===== src/rtl/fifo_rd_pkg.sv =====
// rtl/fifo_rd_pkg.sv - shared state encoding, buffer depth and width defaults for the FIFO read drain
package fifo_rd_pkg;

  localparam int DATA_SIZE_DEF = 8;
  localparam int BUF_DEPTH     = 3;

  typedef logic [1:0] state_t;

  localparam state_t ST_IDLE     = 2'd0;
  localparam state_t ST_ACTIVE   = 2'd1;
  localparam state_t ST_STOPPING = 2'd2;

  // Circular pointer step over the BUF_DEPTH buffer slots.
  function automatic logic [1:0] ptr_inc(input logic [1:0] p);
    return (p == 2'(BUF_DEPTH - 1)) ? 2'd0 : p + 2'd1;
  endfunction

endpackage


===== src/rtl/rd_skid_buf.sv =====
// rtl/rd_skid_buf.sv - three-entry in-order buffer between FIFO read data and the output port
module rd_skid_buf
  import fifo_rd_pkg::*;
#(
  parameter int DATA_SIZE = DATA_SIZE_DEF
) (
  input  logic                 clk,
  input  logic                 rst_n,
  input  logic                 push,
  input  logic [DATA_SIZE-1:0] push_data,
  input  logic                 pop,
  output logic [1:0]           occ,
  output logic [DATA_SIZE-1:0] head_data
);

  logic [DATA_SIZE-1:0] mem_q [BUF_DEPTH];
  logic [DATA_SIZE-1:0] mem_d [BUF_DEPTH];
  logic [1:0]           rd_ptr_q, rd_ptr_d;
  logic [1:0]           wr_ptr_q, wr_ptr_d;
  logic [1:0]           cnt_q, cnt_d;
  logic                 do_push, do_pop;

  // A push into a full buffer is only accepted when the head leaves that same cycle.
  assign do_pop  = pop && (cnt_q != 2'd0);
  assign do_push = push && ((cnt_q != 2'(BUF_DEPTH)) || do_pop);

  always_comb begin
    for (int i = 0; i < BUF_DEPTH; i++) begin
      mem_d[i] = mem_q[i];
    end
    rd_ptr_d = rd_ptr_q;
    wr_ptr_d = wr_ptr_q;
    if (do_push) begin
      mem_d[wr_ptr_q] = push_data;
      wr_ptr_d        = ptr_inc(wr_ptr_q);
    end
    if (do_pop) begin
      rd_ptr_d = ptr_inc(rd_ptr_q);
    end
    cnt_d = cnt_q + {1'b0, do_push} - {1'b0, do_pop};
  end

  always_ff @(posedge clk or negedge rst_n) begin
    if (!rst_n) begin
      for (int i = 0; i < BUF_DEPTH; i++) begin
        mem_q[i] <= '0;
      end
      rd_ptr_q <= 2'd0;
      wr_ptr_q <= 2'd0;
      cnt_q    <= 2'd0;
    end else begin
      for (int i = 0; i < BUF_DEPTH; i++) begin
        mem_q[i] <= mem_d[i];
      end
      rd_ptr_q <= rd_ptr_d;
      wr_ptr_q <= wr_ptr_d;
      cnt_q    <= cnt_d;
    end
  end

  assign occ       = cnt_q;
  assign head_data = mem_q[rd_ptr_q];

endmodule


===== src/rtl/fifo_rd_drain.sv =====
// rtl/fifo_rd_drain.sv - drains a FIFO with one-cycle read latency into a ready/valid output stream
module fifo_rd_drain
  import fifo_rd_pkg::*;
#(
  parameter int DATA_SIZE = DATA_SIZE_DEF,
  parameter int CNT_W     = 16
) (
  input  logic                 r_clk,
  input  logic                 r_rst_n,
  input  logic                 empty,
  input  logic [DATA_SIZE-1:0] r_data,
  output logic                 r_en,
  input  logic                 enable,
  output logic                 out_valid,
  input  logic                 out_ready,
  output logic [DATA_SIZE-1:0] out_data,
  output logic                 busy,
  output logic [CNT_W-1:0]     word_cnt
);

  state_t           state_q, state_d;
  logic             inflight_q, inflight_d;
  logic [CNT_W-1:0] word_cnt_q, word_cnt_d;
  logic [1:0]       occ;
  logic             pop;

  rd_skid_buf #(
    .DATA_SIZE(DATA_SIZE)
  ) u_buf (
    .clk      (r_clk),
    .rst_n    (r_rst_n),
    .push     (inflight_q),
    .push_data(r_data),
    .pop      (pop),
    .occ      (occ),
    .head_data(out_data)
  );

  assign out_valid = (occ != 2'd0);
  assign pop       = out_valid && out_ready;

  // Reads stop the moment enable drops, and never outrun the free buffer slots.
  assign r_en = (state_q == ST_ACTIVE) && enable && !empty &&
                (({1'b0, occ} + {2'b00, inflight_q}) <= 3'd2);

  always_comb begin
    state_d    = state_q;
    inflight_d = r_en;
    word_cnt_d = pop ? word_cnt_q + CNT_W'(1) : word_cnt_q;
    case (state_q)
      ST_IDLE: begin
        if (enable) state_d = ST_ACTIVE;
      end
      ST_ACTIVE: begin
        if (!enable) state_d = inflight_q ? ST_STOPPING : ST_IDLE;
      end
      ST_STOPPING: begin
        if (!inflight_q) state_d = ST_IDLE;
      end
      default: state_d = ST_IDLE;
    endcase
  end

  always_ff @(posedge r_clk or negedge r_rst_n) begin
    if (!r_rst_n) begin
      state_q    <= ST_IDLE;
      inflight_q <= 1'b0;
      word_cnt_q <= '0;
    end else begin
      state_q    <= state_d;
      inflight_q <= inflight_d;
      word_cnt_q <= word_cnt_d;
    end
  end

  assign busy     = (state_q != ST_IDLE) || inflight_q || (occ != 2'd0);
  assign word_cnt = word_cnt_q;

endmodule


===== config.mk =====
export PLATFORM = sky130hd
export DESIGN_NAME = fifo_rd_drain
export DESIGN_NICKNAME = d
export VERILOG_FILES = /design/src/rtl/fifo_rd_pkg.sv /design/src/rtl/rd_skid_buf.sv /design/src/rtl/fifo_rd_drain.sv
export SDC_FILE = /design/constraint.sdc
export NUM_CORES = 1
export LEC_CHECK = 0
export ABC_CLOCK_PERIOD_IN_PS = 1800
export BUFFER_PORTS_ARGS = -buffer_cell sky130_fd_sc_hd__buf_4
export CAP_MARGIN = 20
export CORE_MARGIN = 1
export CORE_UTILIZATION = 35
export CTS_CLUSTER_SIZE = 28
export DETAILED_ROUTE_END_ITERATION = 6
export GPL_ROUTABILITY_DRIVEN = 0
export GPL_TIMING_DRIVEN = 0
export PLACE_DENSITY = 0.62
export SLEW_MARGIN = 15
export SYNTH_ARGS = -nofsm -noshare
export SYNTH_HDL_FRONTEND = slang
export SYNTH_SLANG_ARGS = --single-unit

===== constraint.sdc =====
create_clock -name r_clk -period 1.8 [get_ports r_clk]
set_input_delay 0.36 -clock r_clk [delete_from_list [all_inputs] [get_ports r_clk]]
set_output_delay 0.36 -clock r_clk [all_outputs]
set_load 0.01 [all_outputs]

; ---- Yosys cells after proc, flatten, opt, wreduce, memory -nomap -nowiden
; Index checks and enable logic that the tools add are counted.
[word_totals]
input_bits = 13
reg_bits = 49
word_cells = 57
output_inout_bits = 27
[classes]
magnitude_cmp = 4
add_sub_neg = 6
n_eq_ne = 8
bitwise_logic = 2
n_reduce_logical = 15
mux = 13
[op_table]
columns = operator, count
row1 = bitwise mux 24 bit, 1
row2 = two-way mux 8 bit, 3
row3 = "adder 16 x 1 -> 16 bit, second input constant", 1
row4 = binary-select mux 8 bit (select 2 bit), 1
row5 = demux 8 bit (select 2 bit), 1
row6 = two-way mux 2 bit, 6
row7 = "!= test 2 bit, second input constant", 4
row8 = logical AND 1 bit, 7
row9 = "equality test 2 bit, second input constant", 3
row10 = "greater-or-equal comparator 3 bit, second input constant", 2
row11 = inverter 2 -> 3 bit, 2
row12 = one-hot mux 2 bit (3 select lines), 1
row13 = "adder 2 x 1 -> 2 bit, second input constant", 2
row14 = nonzero test 2 bit, 2
row15 = adder 2 x 1 -> 3 bit, 1
row16 = "<= comparator 3 x 2 -> 1 bit, second input constant", 1
row17 = logical OR 1 bit, 3
row18 = "less-than comparator 3 x 1 -> 1 bit, second input constant", 1
row19 = AND reduction 3 bit, 1
row20 = adder 2 x 1 -> 2 bit, 1
row21 = "equality test 2 x 1 -> 1 bit, second input constant", 1
row22 = zero test 2 bit, 1
row23 = subtractor 2 x 1 -> 2 bit, 1
row24 = zero test 1 bit, 1

; ---- Logic depth before layout (Yosys ltp)
[depth]
depth_word = 7
depth_mapped = 7
mapped_depth_nobuf = 7

; ---- Cells and area by module
; A second synthesis with hierarchy kept.
[unflattened]
cells_unflattened = 177
hier_area_um2 = 2319.7
[modules_own_cells]
columns = module, area_each_um2, seq_area_each_um2, n_inst, cells_each
row1 = rd_skid_buf, 1426.4, 750.7, 1, 102
row2 = fifo_rd_drain, 893.4, 475.5, 1, 75

; ---- Worst setup path after synthesis
; OpenSTA, ideal clock, no wires.
[synth_timing]
path_kind = register to register
startpoint = reg u_buf.cnt_q[1] (netlist: u_buf.occ[1])
endpoint = reg u_buf.cnt_q[1] (netlist: u_buf.occ[1])
t_arrival_ps = 1695
setup_ps = 126
path_stages_with_launch = 8
required_ps = 1674
synth_period_minus_slack_ps = 1821
n_path_buf = 0
setup_slack_ps = -21
path_cell_list = dfrtp_1 o21ai_2 inv_1 ha_1 inv_1 ha_1 xnor2_1 xnor2_1
[synth_via]
elab_chain_cells = 7
word_cells_on_any_way = 8
cone_classes = add/sub: 2 / eq/ne: 1 / reduce/logical: 5
[synth_lines]
columns = element, line_no
row1 = from (decl), rd_skid_buf.sv:20  ; logic [1:0] cnt_q, cnt_d;
row2 = from (signal assigned), rd_skid_buf.sv:57  ; cnt_q <= cnt_d;
row3 = nonzero test 2 bit (*), fifo_rd_drain.sv:39  ; assign out_valid = (occ != 2'd0);
row4 = logical AND 1 bit (*), fifo_rd_drain.sv:40  ; assign pop = out_valid && out_ready;
row5 = named net pop, fifo_rd_drain.sv:25  ; logic pop;
row6 = logical AND 1 bit (*), rd_skid_buf.sv:24  ; assign do_pop = pop && (cnt_q != 2'd0);
row7 = logical OR 1 bit, rd_skid_buf.sv:25  ; assign do_push = push && ((cnt_q != 2'(BUF_DEPTH)) || do_pop);
row8 = logical AND 1 bit, rd_skid_buf.sv:25
row9 = adder 2 x 1 -> 2 bit, rd_skid_buf.sv:40  ; cnt_d = cnt_q + {1'b0, do_push} - {1'b0, do_pop};
row10 = subtractor 2 x 1 -> 2 bit (*), rd_skid_buf.sv:40
row11 = named net u_buf.cnt_d[1], rd_skid_buf.sv:20
; Mark *: on every way through the listed nets, which the timed path passes. The rest lies on a longest branch.
; A chain may end at the register's enable or synchronous reset.

; ---- Worst setup path in the final report
[layout_timing]
startpoint = reg inflight_q
endpoint = out r_en
[layout_via]
elab_chain_cells = 3
[layout_lines]
columns = element, line_no
row1 = from (decl), fifo_rd_drain.sv:22  ; logic inflight_q, inflight_d;
row2 = from (signal assigned), fifo_rd_drain.sv:71  ; inflight_q <= inflight_d;
row3 = adder 2 x 1 -> 3 bit, fifo_rd_drain.sv:44  ; (({1'b0, occ} + {2'b00, inflight_q}) <= 3'd2);
row4 = <= comparator 3 x 2 -> 1 bit, fifo_rd_drain.sv:44
row5 = logical AND 1 bit, fifo_rd_drain.sv:43  ; assign r_en = (state_q == ST_ACTIVE) && enable && !empty &&
row6 = to (decl), fifo_rd_drain.sv:12  ; output logic r_en,
; No other way between the ends.

==> results.py <==
metrics = {
    "sta": {
        "finalCritPeriodShare_pct": 112.7,
        "worst_pin_slew_ps": 621.3,
        "clock_skew_ps": 11.98,
        "final-max-slew-violation-count": 0,
        "rsz0062_at_grt": "true",
        "final.setup.worst_slack_ps": -229.0,
        "fmax_mhz": 492.9,
        "slew_headroom_pct": 58.58,
        "finalSetupViolations": 2,
        "finalSetupTns_ps": -417.1,
        "finalHoldViolCount": 0,
        "whs_ps": 70.32,
        "min_period_ps": 2029,
    },
    "power_and_ir_drop": {
        "ir_drop_v": 0.0007821,
        "total_power_mw": 4.177,
        "power_density_mw_per_mm2": 1459,
        "leakagePower_nw": 1.463,
    },
    "global_route": {
        "antenna_found_initial": 0,
        "grt_pass1_vias": 1461,
        "grt_pass1_wl_um": 7134,
        "track_usage_pct": 14.35,
        "overflow": 0,
        "grt_max_degree": 50,
    },
    "critical_path": {
        "slowest_delay_ps": 390,
        "r2r_start": "u_buf.occ[0]$_DFF_PN0_",
        "critPathKind": "reg2out",
        "cp-start-kind": "flip-flop",
        "critical-path-top-delay-family": "flip-flops",
        "reg2reg_slack_ps": 100,
        "crit_top_cell": "ha_2",
        "critical_path.max_fanout": 2,
        "worst_ep_arrival_time_ps": 1670,
        "r2r-end": "u_buf.mem_q[21]$_DFFE_PN0P_",
        "crit_chain": "ha_2 > ha_2 > nor2_2 > a21oi_2 > nor4b_2 > buf_4",
        "worst-path-buf-inv": 1,
        "cp_slowest_cell": "dfrtp_1",
        "endpoint_kind": "primary output",
        "critPathRequiredTime_ps": 1440,
        "rr_worst_depth": 7,
    },
    "outcome": {
        "violations": "setup timing",
        "status": "finished with violations",
    },
    "logic_synthesis": {
        "yosysTopAreaCellShare_pct": 54.14,
        "synth_ff_type": "dfrtp_1",
        "async_flop_share_pct": 100.0,
        "synth.area.top_cells": "dfrtp_1 54%, mux2_2 8.5%, mux2_4 5.3%, xnor2_1 5.0%, mux2i_1 3.5%",
        "ys_seq_elements": 49,
        "syn_nets": 201,
        "synth_cells": 182,
        "ys_types": 31,
        "yosysWarnings": 0,
        "syn_area_per_cell_um2": 12.44,
        "synth_top_cell_by_area": "dfrtp_1",
        "netlist_area_mm2": 0.002265,
        "ys_seq_area_share_pct": 54.14,
        "synth-edff-count": 0,
    },
    "floorplanning": {
        "pin_count": 40,
        "start_util_pct": 37.15,
        "die_h_um": 82.44,
        "core_mm2": 0.006096,
        "fp.dieArea_mm2": 0.006796,
        "num_rows": 28,
        "die_w_um": 82.44,
    },
    "placed_design": {
        "placed_area_mm2": 0.002658,
        "post-place-ws_ps": -301.2,
        "dp_hpwl_um": 2855,
        "portBuffers": 39,
    },
    "drt": {
        "remaining_drc_errors": 0,
        "drt_iter0_markers": 52,
        "via_per_inst": 4.761,
        "wl_per_cell_um": 14.02,
        "vias": 1471,
        "postRouteAntennaNets": 0,
        "firstDrtPassIters": 4,
        "routed_wirelength_um": 4331,
    },
    "finish": {
        "final_cell_area_mm2": 0.002863,
        "n_antenna_cell": 0,
        "syn_to_final_growth_pct": 26.41,
        "fillers": 584,
        "layout.nets": 252,
        "drive_gt1_share_pct": 41.88,
    },
    "clock_tree": {
        "htreeDepth": 2,
        "clkLatencyLatePin_ps": 300,
        "cts_made_buffers": 5,
        "clockRootBuffer": "clkbuf_8",
        "cts.clk_slew.worst_paths_ps": 90,
        "clock_path_buffers": 2,
        "cts_num_sinks": 49,
        "holdBufCountCts": 0,
        "cts_tree": "built",
    },
    "worst_hold_path": {
        "hp-class": "in2async",
    },
    "run": {
        "maxCapViolCount": 0,
    },
}
==> kinds of logic (layout without fill, tap and decap cells) <==
kind of cell	after synthesis	count (layout)	share of synthesized area (%)
DFF	49	49	54.14
buffers and inverters	12	64	2.375
xor gates and xnor gates	17	17	6.574
adders and majority gates	6	6	3.315
muxes	33	33	17.29
AOI/OAI and AO/OA	12	12	2.983
and+or+nand+nor	53	53	13.32
==> final cells by class <==
class	count	area, um2	area share [%]
Sequential cell	49	1227	42.88
Multi-Input combinational cell	121	1046	36.54
Timing Repair Buffer	44	334.1	11.67
Tap cell	75	93.84	3.278
Clock buffer	6	82.58	2.885
Buffer	4	35.03	1.224
Inverter	8	30.03	1.049
Clock inverter	2	13.76	0.4808
==> layout by cell type, fill, tap and decap left out, types with 2 or more instances in the layout <==
cell / netlist / final
buf_6: 1 / 3
clkbuf_8: 0 / 6
o21ai_0: 9 / 7
nor2_1: 3 / 2
ha_2: 0 / 2
o21ai_1: 0 / 2
nand3_1: 6 / 6
nor2b_1: 2 / 2
and3_1: 2 / 2
ha_1: 6 / 3
mux2_4: 8 / 8
mux2i_1: 8 / 8
dfrtp_1: 49 / 48
nand3b_4: 0 / 2
nand4_1: 6 / 6
xor2_1: 4 / 4
nand2_1: 21 / 21
buf_4: 0 / 44
mux2_2: 17 / 17
xnor2_1: 13 / 13
inv_1: 8 / 7
nand2b_1: 2 / 2
==> cells in the mapped netlist (2+ instances only) <==
cell / number
dfrtp_1: 49
nand2_1: 21
mux2_2: 17
xnor2_1: 13
o21ai_0: 9
inv_1: 8
mux2_4: 8
mux2i_1: 8
ha_1: 6
nand3_1: 6
nand4_1: 6
xor2_1: 4
nor2_1: 3
and3_1: 2
nand2b_1: 2
nand3b_2: 2
nor2b_1: 2
o21ai_2: 2
or2_2: 2
==> sequential cells by signal (all words and copies together), names as in the netlist <==
| signal | count |
|---|---|
| inflight_q | 1 |
| u_buf.rd_ptr_q | 2 |
| word_cnt | 16 |
| u_buf.mem_q | 24 |
| u_buf.occ | 2 |
| u_buf.wr_ptr_q | 2 |
| state_q | 2 |
==> layer usage <==
layer,wire (um),vias up,track usage [%]
met1,2109,703,18.89
met2,1978,33,22.81
met3,193,6,3.846
met4,49,0,4.737
li1,-,729,-
met5,0,-,0
==> where the power goes <==
part | leakage [nW] | internal, mW | total (mW) | switching [mW]
Clock | 0.0512 | 0.312 | 0.681 | 0.369
Combinational | 0.780 | 0.967 | 1.70 | 0.732
Sequential | 0.632 | 1.49 | 1.80 | 0.302
==> how the worst max path moves through the flow <==
| stage | slack [ps] | to | start | cells after the start |
|---|---|---|---|---|
| after floorplan | -20 | u_buf.occ[1]$_DFF_PN0_ | u_buf.occ[1]$_DFF_PN0_ | 7 |
| after global placement | -250 | u_buf.occ[1]$_DFF_PN0_ | u_buf.occ[1]$_DFF_PN0_ | 7 |
| after detailed placement | -300 | u_buf.occ[1]$_DFF_PN0_ | u_buf.occ[1]$_DFF_PN0_ | 7 |
| after CTS | -270 | r_en | u_buf.occ[0]$_DFF_PN0_ | 6 |
| after global routing | -290 | r_en | inflight_q$_DFF_PN0_ | 6 |
| final | -230 | r_en | inflight_q$_DFF_PN0_ | 6 |
==> through the flow <==
step,std cells,utilization (%)
6_report,309,46.96
3_5_place_dp,296,43.60
3_3_place_gp,296,43.60
5_1_grt,309,46.96
2_1_floorplan,182,-
4_1_cts,309,46.55
==> repair_timing <==
item                       4_1_cts  5_1_grt
gates resized for setup         13        9
pin swaps                        6        5
setup buffers                    5        0
setup endpoints to repair       12       21
hold endpoints to repair         0        0
(Power assumes the default switching activity.)
